==> src/rtl/alu_iter_exec_pkg.sv <==
// rtl/alu_iter_exec_pkg.sv - ALU select codes, shift-amount width and FSM encodings for alu_iter_exec
package alu_iter_exec_pkg;

    localparam int SHAMT_W = 5;

    localparam logic [3:0] ALU_ADD  = 4'd0;
    localparam logic [3:0] ALU_SUB  = 4'd1;
    localparam logic [3:0] ALU_AND  = 4'd2;
    localparam logic [3:0] ALU_OR   = 4'd3;
    localparam logic [3:0] ALU_XOR  = 4'd4;
    localparam logic [3:0] ALU_SLT  = 4'd5;
    localparam logic [3:0] ALU_SLTU = 4'd6;
    localparam logic [3:0] ALU_SLL  = 4'd7;
    localparam logic [3:0] ALU_SRL  = 4'd8;
    localparam logic [3:0] ALU_SRA  = 4'd9;
    localparam logic [3:0] ALU_PASS = 4'd10;

    localparam logic [0:0] ST_IDLE = 1'b0;
    localparam logic [0:0] ST_EXEC = 1'b1;

    function automatic logic is_shift(input logic [3:0] sel);
        return (sel == ALU_SLL) || (sel == ALU_SRL) || (sel == ALU_SRA);
    endfunction

endpackage

==> src/rtl/alu_iter_shifter.sv <==
// rtl/alu_iter_shifter.sv - one-bit-per-step shifter with down-counter; combinational
// barrel shift when ALU_BARREL_SHIFT_EN is defined
module alu_iter_shifter
    import alu_iter_exec_pkg::*;
#(
    parameter int XLEN = 32
) (
    input  logic               clk,
    input  logic               rst_n,
    input  logic               load,
    input  logic               step,
    input  logic [3:0]         sel,
    input  logic [XLEN-1:0]    a,
    input  logic [SHAMT_W-1:0] amt,
    output logic [XLEN-1:0]    value,
    output logic               zero
);

`ifdef ALU_BARREL_SHIFT_EN
    // Whole shift resolves in the cycle after acceptance, so the count is always spent.
    logic unused_ok;
    assign unused_ok = ^{clk, rst_n, load, step};
    assign zero      = 1'b1;

    always_comb begin
        value = a;
        case (sel)
            ALU_SLL: value = a << amt;
            ALU_SRL: value = a >> amt;
            ALU_SRA: value = $signed(a) >>> amt;
            default: value = a;
        endcase
    end
`else
    logic [XLEN-1:0]    sh;
    logic [SHAMT_W-1:0] cnt;
    logic [3:0]         mode;

    always_ff @(posedge clk or negedge rst_n) begin
        if (!rst_n) begin
            sh   <= '0;
            cnt  <= '0;
            mode <= ALU_SLL;
        end else if (load) begin
            sh   <= a;
            cnt  <= amt;
            mode <= sel;
        end else if (step) begin
            case (mode)
                ALU_SLL: sh <= {sh[XLEN-2:0], 1'b0};
                ALU_SRL: sh <= {1'b0, sh[XLEN-1:1]};
                default: sh <= {sh[XLEN-1], sh[XLEN-1:1]};
            endcase
            cnt <= cnt - 1'b1;
        end
    end

    assign value = sh;
    assign zero  = (cnt == '0);
`endif

endmodule

==> src/rtl/alu_iter_exec.sv <==
// rtl/alu_iter_exec.sv - multi-cycle execute unit: FSM, one-cycle datapath, result/flag registers.
// ALU_BARREL_SHIFT_EN selects single-cycle shifts instead of the iterative shifter.
module alu_iter_exec
    import alu_iter_exec_pkg::*;
#(
    parameter int XLEN = 32
) (
    input  logic            clk,
    input  logic            rst_n,
    input  logic            start,
    input  logic            flush,
    input  logic [3:0]      alu_sel,
    input  logic [XLEN-1:0] op_a,
    input  logic [XLEN-1:0] op_b,
    output logic            busy,
    output logic            done,
    output logic [XLEN-1:0] result,
    output logic            zf,
    output logic            cf,
    output logic            vf,
    output logic            sf
);

    logic [0:0]      state;
    logic [3:0]      sel_q;
    logic [XLEN-1:0] a_q;
    logic [XLEN-1:0] b_q;
    logic [XLEN-1:0] sh_value;
    logic            sh_zero;
    logic            accept;
    logic            op_done;
    logic            sh_step;
    logic            sh_load;
    logic [XLEN:0]   sum;
    logic [XLEN:0]   diff;
    logic [XLEN-1:0] res_n;
    logic            cf_n;
    logic            vf_n;

    assign busy    = (state == ST_EXEC);
    assign accept  = start && !busy && !flush;
    assign sh_load = accept && is_shift(alu_sel);
    assign sh_step = busy && !flush && is_shift(sel_q) && !sh_zero;
    assign op_done = busy && !flush && (!is_shift(sel_q) || sh_zero);

    // The iterative shifter captures raw operands on the accepting edge; the barrel
    // variant works from the latched copies during the single execute cycle.
    alu_iter_shifter #(.XLEN(XLEN)) u_shifter (
        .clk   (clk),
        .rst_n (rst_n),
        .load  (sh_load),
        .step  (sh_step),
`ifdef ALU_BARREL_SHIFT_EN
        .sel   (sel_q),
        .a     (a_q),
        .amt   (b_q[SHAMT_W-1:0]),
`else
        .sel   (alu_sel),
        .a     (op_a),
        .amt   (op_b[SHAMT_W-1:0]),
`endif
        .value (sh_value),
        .zero  (sh_zero)
    );

    always_comb begin
        sum   = {1'b0, a_q} + {1'b0, b_q};
        diff  = {1'b0, a_q} - {1'b0, b_q};
        res_n = '0;
        cf_n  = 1'b0;
        vf_n  = 1'b0;
        case (sel_q)
            ALU_ADD: begin
                res_n = sum[XLEN-1:0];
                cf_n  = sum[XLEN];
                vf_n  = (a_q[XLEN-1] == b_q[XLEN-1]) && (sum[XLEN-1] != a_q[XLEN-1]);
            end
            ALU_SUB: begin
                res_n = diff[XLEN-1:0];
                cf_n  = !diff[XLEN];
                vf_n  = (a_q[XLEN-1] != b_q[XLEN-1]) && (diff[XLEN-1] != a_q[XLEN-1]);
            end
            ALU_AND:  res_n = a_q & b_q;
            ALU_OR:   res_n = a_q | b_q;
            ALU_XOR:  res_n = a_q ^ b_q;
            ALU_SLT:  res_n = {{(XLEN-1){1'b0}}, ($signed(a_q) < $signed(b_q))};
            ALU_SLTU: res_n = {{(XLEN-1){1'b0}}, (a_q < b_q)};
            ALU_PASS: res_n = b_q;
            ALU_SLL, ALU_SRL, ALU_SRA: res_n = sh_value;
            default:  res_n = '0;
        endcase
    end

    always_ff @(posedge clk or negedge rst_n) begin
        if (!rst_n) begin
            state  <= ST_IDLE;
            done   <= 1'b0;
            result <= '0;
            zf     <= 1'b0;
            cf     <= 1'b0;
            vf     <= 1'b0;
            sf     <= 1'b0;
            sel_q  <= ALU_ADD;
            a_q    <= '0;
            b_q    <= '0;
        end else begin
            done <= 1'b0;
            if (flush) begin
                state <= ST_IDLE;
            end else if (accept) begin
                state <= ST_EXEC;
                sel_q <= alu_sel;
                a_q   <= op_a;
                b_q   <= op_b;
            end else if (op_done) begin
                state  <= ST_IDLE;
                done   <= 1'b1;
                result <= res_n;
                zf     <= (res_n == '0);
                cf     <= cf_n;
                vf     <= vf_n;
                sf     <= res_n[XLEN-1];
            end
        end
    end

endmodule

==> config.mk <==
export PLATFORM = sky130hd
export DESIGN_NAME = alu_iter_exec
export DESIGN_NICKNAME = d
export VERILOG_FILES = /design/src/rtl/alu_iter_exec_pkg.sv /design/src/rtl/alu_iter_shifter.sv /design/src/rtl/alu_iter_exec.sv
export SDC_FILE = /design/constraint.sdc
export NUM_CORES = 1
export LEC_CHECK = 0
export ABC_AREA = 1
export CORE_MARGIN = 1.5
export CORE_UTILIZATION = 49
export CTS_CLUSTER_DIAMETER = 80
export DETAILED_ROUTE_END_ITERATION = 6
export HOLD_SLACK_MARGIN = 0.12
export MAX_ROUTING_LAYER = met4
export PLACE_DENSITY = 0.66
export SLEW_MARGIN = 20
export SYNTH_ARGS = -nofsm -noshare
export SYNTH_HDL_FRONTEND = slang
export SYNTH_SLANG_ARGS = --single-unit
==> constraint.sdc <==
create_clock -name clk -period 3.74 [get_ports clk]
set_input_delay 0.374 -clock clk [delete_from_list [all_inputs] [get_ports clk]]
set_output_delay 0.374 -clock clk [all_outputs]
set_load 0.005 [all_outputs]
==> results.cfg, run 1 <==
[status]
outcome = complete, no violations

[sta]
fin_crit_sh_pct = 87.6
whs_ps = 479
fmax_mhz = 305
worst_slew_margin_rel_pct = 23.8
fin_tns_setup_ps = 0
final_hold_viol_count = 0
slew_viol_final = 0
setup_viol = 0
worst_slew_pin_slew_ps = 1140
timing.final.crit_period_ps = 3280
skew_ps = 15.3
rsz0062_at_grt = false
fin_ws_ps = 462

[power_and_ir_drop]
powerDensity_nw_per_um2 = 614
cellLeakagePower_nw = 7.61
vdd_drop_max_uv = 283

[global_route]
grt_pass1_wl_um = 74900
grt_use_total_pct = 36.2
grt-ovfl-total = 0
grt_pass1_vias = 13200
antenna_found_initial = 0
grt_max_degree = 135

[critical_path]
required_ps = 4100
rrSetupSlack_ps = 460
crit_path_end_kind = flip-flop
crit_path_start_kind = flip-flop
timing.rr.end = zf
critPathKind = flip-flop to flip-flop
crit-reg2reg-launch = b_q[0]
ff2ff_path_depth = 15
cp.arrival_ps = 3640
crit_fanout = 4

[cells_and_area]
area_growth_pct = 14.2
drive_gt1_share_pct = 3.87
fill_cells = 2612
seqCellArea_um2 = 3660
fin_nets = 2327
n_antenna_cell = 0
multi_input_area_um2 = 7740

[detailed_routing]
vias = 14300
routed_via_density = 5.69
wl_per_cell_um = 19.4
dr.pass1.iters = 7
wl_um = 48700
drc = 0
drt_iter0_drc = 1900
antenna_left = 0

[clock_tree]
cts_tree = yes
clockRootBuffer = clkbuf_16
clk_pin_slew_ps = 70
htree_levels = 4
cts.path.max_buffers = 2
clk_latency_ps = 450
post-cts-setup-buffers = 0
cts_buffers = 17
cts_sinks = 146

[logic_synthesis]
syn-num-nets = 2263
synth_top_family_by_area = simple AND/OR/NAND/NOR gates
ys_ff_latch = 146
syn_inst = 2091
synth_fa_ha_area_share_pct = 9.75
synth_area_um2 = 13000
synthSimpleGateAreaFrac_pct = 33.7
synth_compound_area_share_pct = 15.7
syn_area_per_cell_um2 = 6.21
yosysWarnings = 0
synth-xor-area-share_pct = 0.337
synth.distinct_cells = 42
synth_seq_area_share_pct = 28.2
muxShareOfSynthArea_pct = 0

[min_path]
min_path_type = flip-flop to flip-flop
whs_endpoint = result[6]
worstHoldPathCells = 2
hp-start = result[6]

[die]
core_region_area_um2 = 26100
die_w_um = 166
io_pins = 110
fp.dieArea_um2 = 27500
die_h_um = 166
start_util_pct = 49.8
row_count = 59

[placed_design]
hpwl_um = 38300
place_congestion = 1.06
place_ws_ps = 609
portBuffers = 109

[flow_run]
cap_violations = 0
## sequential cells by signal, indices dropped and copies added (netlist names)
register         count
done                 1
result              32
vf                   1
u_shifter.cnt        5
u_shifter.mode       4
b_q                 32
busy                 1
a_q                 32
zf                   1
sel_q                4
u_shifter.value     32
cf                   1
## area by class of cell
| class | instances | share of cell area (%) |
|---|---|---|
| clock buffers | 18 | 2.89 |
| clock inverters | 14 | 0.962 |
| inverters | 315 | 7.98 |
| multi-input cells | 1546 | 52.2 |
| flip-flops and latches | 146 | 24.7 |
| well taps | 335 | 2.83 |
| repair buffers | 129 | 8.48 |
## what timing repair did
| action | 4_1_cts | 5_1_grt |
|---|---|---|
| hold buffers | 1 | 0 |
| resized for setup | 0 | 0 |
| endpoints found under the hold margin | 67 | 0 |
## per-layer routing
metal,share of wire [%],vias to the layer above,wire length [µm],track usage (%)
li1,-,6788,-,-
met1,47,6629,22700,54.0
met2,41,765,20000,50.9
met3,10,68,5040,6.20
met4,1.8,0,900,7.99
met5,0,-,0,-
## power breakdown
| part | switching (mW) | internal [mW] | leakage, nW | total (mW) |
|---|---|---|---|---|
| logic | 3.26 | 1.64 | 5.55 | 4.89 |
| registers | 0.356 | 2.06 | 1.79 | 2.42 |
| clock network | 0.855 | 0.939 | 0.265 | 1.79 |
## worst max-delay path by stage
stage            from  to  slack (ps)
2_1_floorplan  b_q[0]  zf        1510
3_3_place_gp   b_q[0]  zf         620
3_5_place_dp   b_q[0]  zf         610
4_1_cts        b_q[0]  zf         580
5_1_grt        b_q[0]  zf         370
6_report       b_q[0]  zf         460
## kinds of logic after synthesis
| logic type | Yosys count |
|---|---|
| xor gates and xnor gates | 5 |
| DFF | 146 |
| and+or+nand+nor | 1082 |
| adders and majority gates | 100 |
| AOI/OAI and AO/OA | 359 |
| buffers and inverters | 399 |
## critical path, stage by stage, from the launching register on
cell and delay [ps]:
dfrtp_1 410, ha_1 300, fa_1 540, nand2_1 110
nand3_1 70, nand3_1 110, nand2_1 120, nand2_1 100
nand2_1 140, a21oi_1 430, nand2_1 90, nand3_1 100
nand3_1 230, nor2_1 160, nand4_1 110, o21bai_1 150
## synth_stat cells (all sizes together)
master	number	area (µm²)
a211oi	11	82.6
a21boi	1	18.8
a21o	1	7.51
a21oi	97	500
a31oi	5	31.3
and2	1	6.26
buf	47	272
clkbuf	37	139
clkinv	2	8.75
dfrtp	143	3580
dfstp	3	78.8
fa	2	40.0
ha	98	1230
inv	313	1170
nand2	664	2520
nand2b	1	6.26
nand3	142	711
nand3b	3	22.5
nand4	25	156
nor2	226	858
nor3	18	90.1
nor4	1	6.26
o2111ai	1	8.76
o211ai	8	60.1
o21a	2	15.0
o21ai	144	721
o21bai	12	90.1
o221ai	11	96.3
o22ai	66	413
or2	1	6.26
xnor2	2	17.5
xor2	3	26.3
## layout by cell type, fill, tap and decap left out, drive strengths merged
cell           count
inv              321
a31oi              5
or2                1
xor2               3
o211ai             8
clkinvlp           5
nor2             226
clkinv             2
dfstp              3
fa                 2
o21ai            144
nand2b             1
a21boi             1
dfrtp            143
nand2            664
nand3            142
a21o               1
o21bai            12
o22ai             66
nand4             25
a211oi            11
o21a               2
o2111ai            1
bufinv             1
nor4               1
nor3              18
nand3b             3
o221ai            11
ha                98
dlygate4sd3        1
xnor2              2
buf               20
and2               1
clkdlybuf4s50    108
clkbuf            18
a21oi             97
## stage by stage
| stage | instances | total power, mW | util [%] | cell area (µm²) |
|---|---|---|---|---|
| detailed placement | 2470 | 7.14 | 54.7 | 14300 |
| floorplan | 2091 | 5.41 | - | 13000 |
| global placement | 2470 | 7.07 | 54.7 | 14300 |
| finish | 2503 | 9.10 | 56.9 | 14800 |
| CTS | 2503 | 8.95 | 56.9 | 14800 |
| global route | 2503 | 9.69 | 56.9 | 14800 |
Note: power is estimated with default switching activity, not from simulation.
==> inputs of run 2 (changes only) <==
- CORE_ASPECT_RATIO: unset -> 0.75
==> run 2 against run 1 <==
  * Cell area is 0.78% higher
  * Non-clock buffer count is 1 higher
  * Via count grew 1.9%
  * Global-route usage is 2.3 points higher
  * Utilization grew 0.64 points
  * Hold slack better by 0.60 ps
  * Critical path depth up 1
  * Sequential power barely moved
  * Sequential cell count is the same
  * Critical path type unchanged
  * Highest routed layer unchanged
==> results.cfg, run 2 (synthesis gave the netlist of run 1 again) <==
[sta]
fin_tns_setup_ps = 0
fin_crit_sh_pct = 82.7
whs_ps = 479
setup_viol = 0
slew_viol_final = 0
final_hold_viol_count = 0
fmax_mhz = 323
worst_slew_pin_slew_ps = 1080
skew_ps = 23.8
fin_ws_ps = 645
worst_slew_margin_rel_pct = 27.5
rsz0062_at_grt = false
timing.final.crit_period_ps = 3090

[critical_path]
ff2ff_path_depth = 16
required_ps = 4120
cp.arrival_ps = 3480
critPathKind = flip-flop to flip-flop
crit_path_start_kind = flip-flop
crit_path_end_kind = flip-flop
crit_fanout = 10

[clock_tree]
cts_sinks = 146
cts.path.max_buffers = 2
clockRootBuffer = clkbuf_16
clk_pin_slew_ps = 90
clk_latency_ps = 460
cts_tree = yes
cts-resized-gates = 0
cts_buffers = 17
htree_levels = 4

[global_route]
grt_pass1_wl_um = 76400
grt_max_degree = 84
antenna_found_initial = 1
grt_pass1_vias = 12900
grt_use_total_pct = 38.5
grt-ovfl-total = 0

[placed_design]
hpwl_um = 40400
portBuffers = 109
place_congestion = 1.02
place_ws_ps = 792
place_inst = 2480
placed_cell_area_um2 = 14300

[cells_and_area]
fin_nets = 2328
fin_cells = 2514
final_util_pct = 57.6
final_cell_mix = nand2_1 (655), inv_1 (304), nor2_1 (221), dfrtp_1 (143), nand3_1 (142)
fin_area_um2 = 15000
final_common_cell = nand2_1
drive_gt1_share_pct = 3.92
area_growth_pct = 15.1

[status]
outcome = complete, no violations

[detailed_routing]
routed_via_density = 5.78
vias = 14500
antenna_left = 0
drc = 0
drt_iter0_drc = 1884
wl_um = 50600
dr.pass1.iters = 6
wl_per_cell_um = 20.1

[min_path]
min_path_type = flip-flop to flip-flop
worstHoldPathCells = 2

[power_and_ir_drop]
vdd_drop_max_uv = 401
cellLeakagePower_nw = 7.68
powerDensity_nw_per_um2 = 635
power_mw = 9.49

[die]
die_h_um = 144
row_count = 51
fp.dieArea_um2 = 27500
core_region_area_um2 = 26000
start_util_pct = 50.0
io_pins = 110
die_w_um = 191

[flow_run]
cap_violations = 0
[run 2: cell types whose count changed in the layout (fill, tap and decap cells not counted), sizes merged]
| cell | before | now |
|---|---|---|
| clkinvlp | 5 | 0 |
| clkbuf | 18 | 19 |
| inv | 321 | 318 |
| clkinv | 2 | 5 |
| buf | 20 | 21 |
| bufinv | 1 | 5 |
| diode | 0 | 1 |
[run 2: power by group]
group / switching [mW] / leakage, nW / internal [mW]
sequential: 0.365 / 1.79 / 2.06
clock: 0.823 / 0.328 / 1.22
combinational: 3.37 / 5.56 / 1.64
total: 4.56 / 7.68 / 4.93
[run 2: worst paths after layout]
| check | endpoint | start | slack (ps) |
|---|---|---|---|
| worst max register to register | zf | a_q[4] | 650 |
| worst min register to register | result[7] | result[7] | 480 |
| max in group asynchronous | u_shifter.mode[0] | rst_n | 2310 |
| worst max-delay path | zf | a_q[4] | 650 |
| min in group asynchronous | a_q[2] | rst_n | 560 |
| worst min-delay path | result[7] | result[7] | 480 |
[run 2: repair_timing]
action                                 in CTS  in global routing
buffers inserted                            0                  0
endpoints found under the hold margin      82                  0
hold buffers                                1                  0
[run 2: cell type report]
type	count	area, µm²
fillers	2571	11000
multi-input cells	1546	7740
flip-flops and latches	146	3660
repair buffers	130	1260
inverters	315	1180
clock buffers	19	443
well taps	344	430
clock inverters	13	224
diodes	1	2.50
[run 2: critical path: stages, from the launching register on]
cell      delay [ps]
dfrtp_1          390
inv_1             80
ha_1             520
inv_1            190
a21oi_1          330
nand2_1          110
nand2_1          110
nand2_2          100
nand2_1           90
nand3_1           70
nand3_1          100
nand2_1          110
nor2_1           300
nand2_1          120
nor2_1           110
nand4_1          110
o21bai_1         170
[run 2: metal layers]
metal  up-vias  wire [µm]  GRT usage (%)
met2       911      18900           48.6
li1       6798          -              -
met4         0        728           7.46
met1      6752      24200           59.7
met3        64       6840           10.2
met5         -          0              -
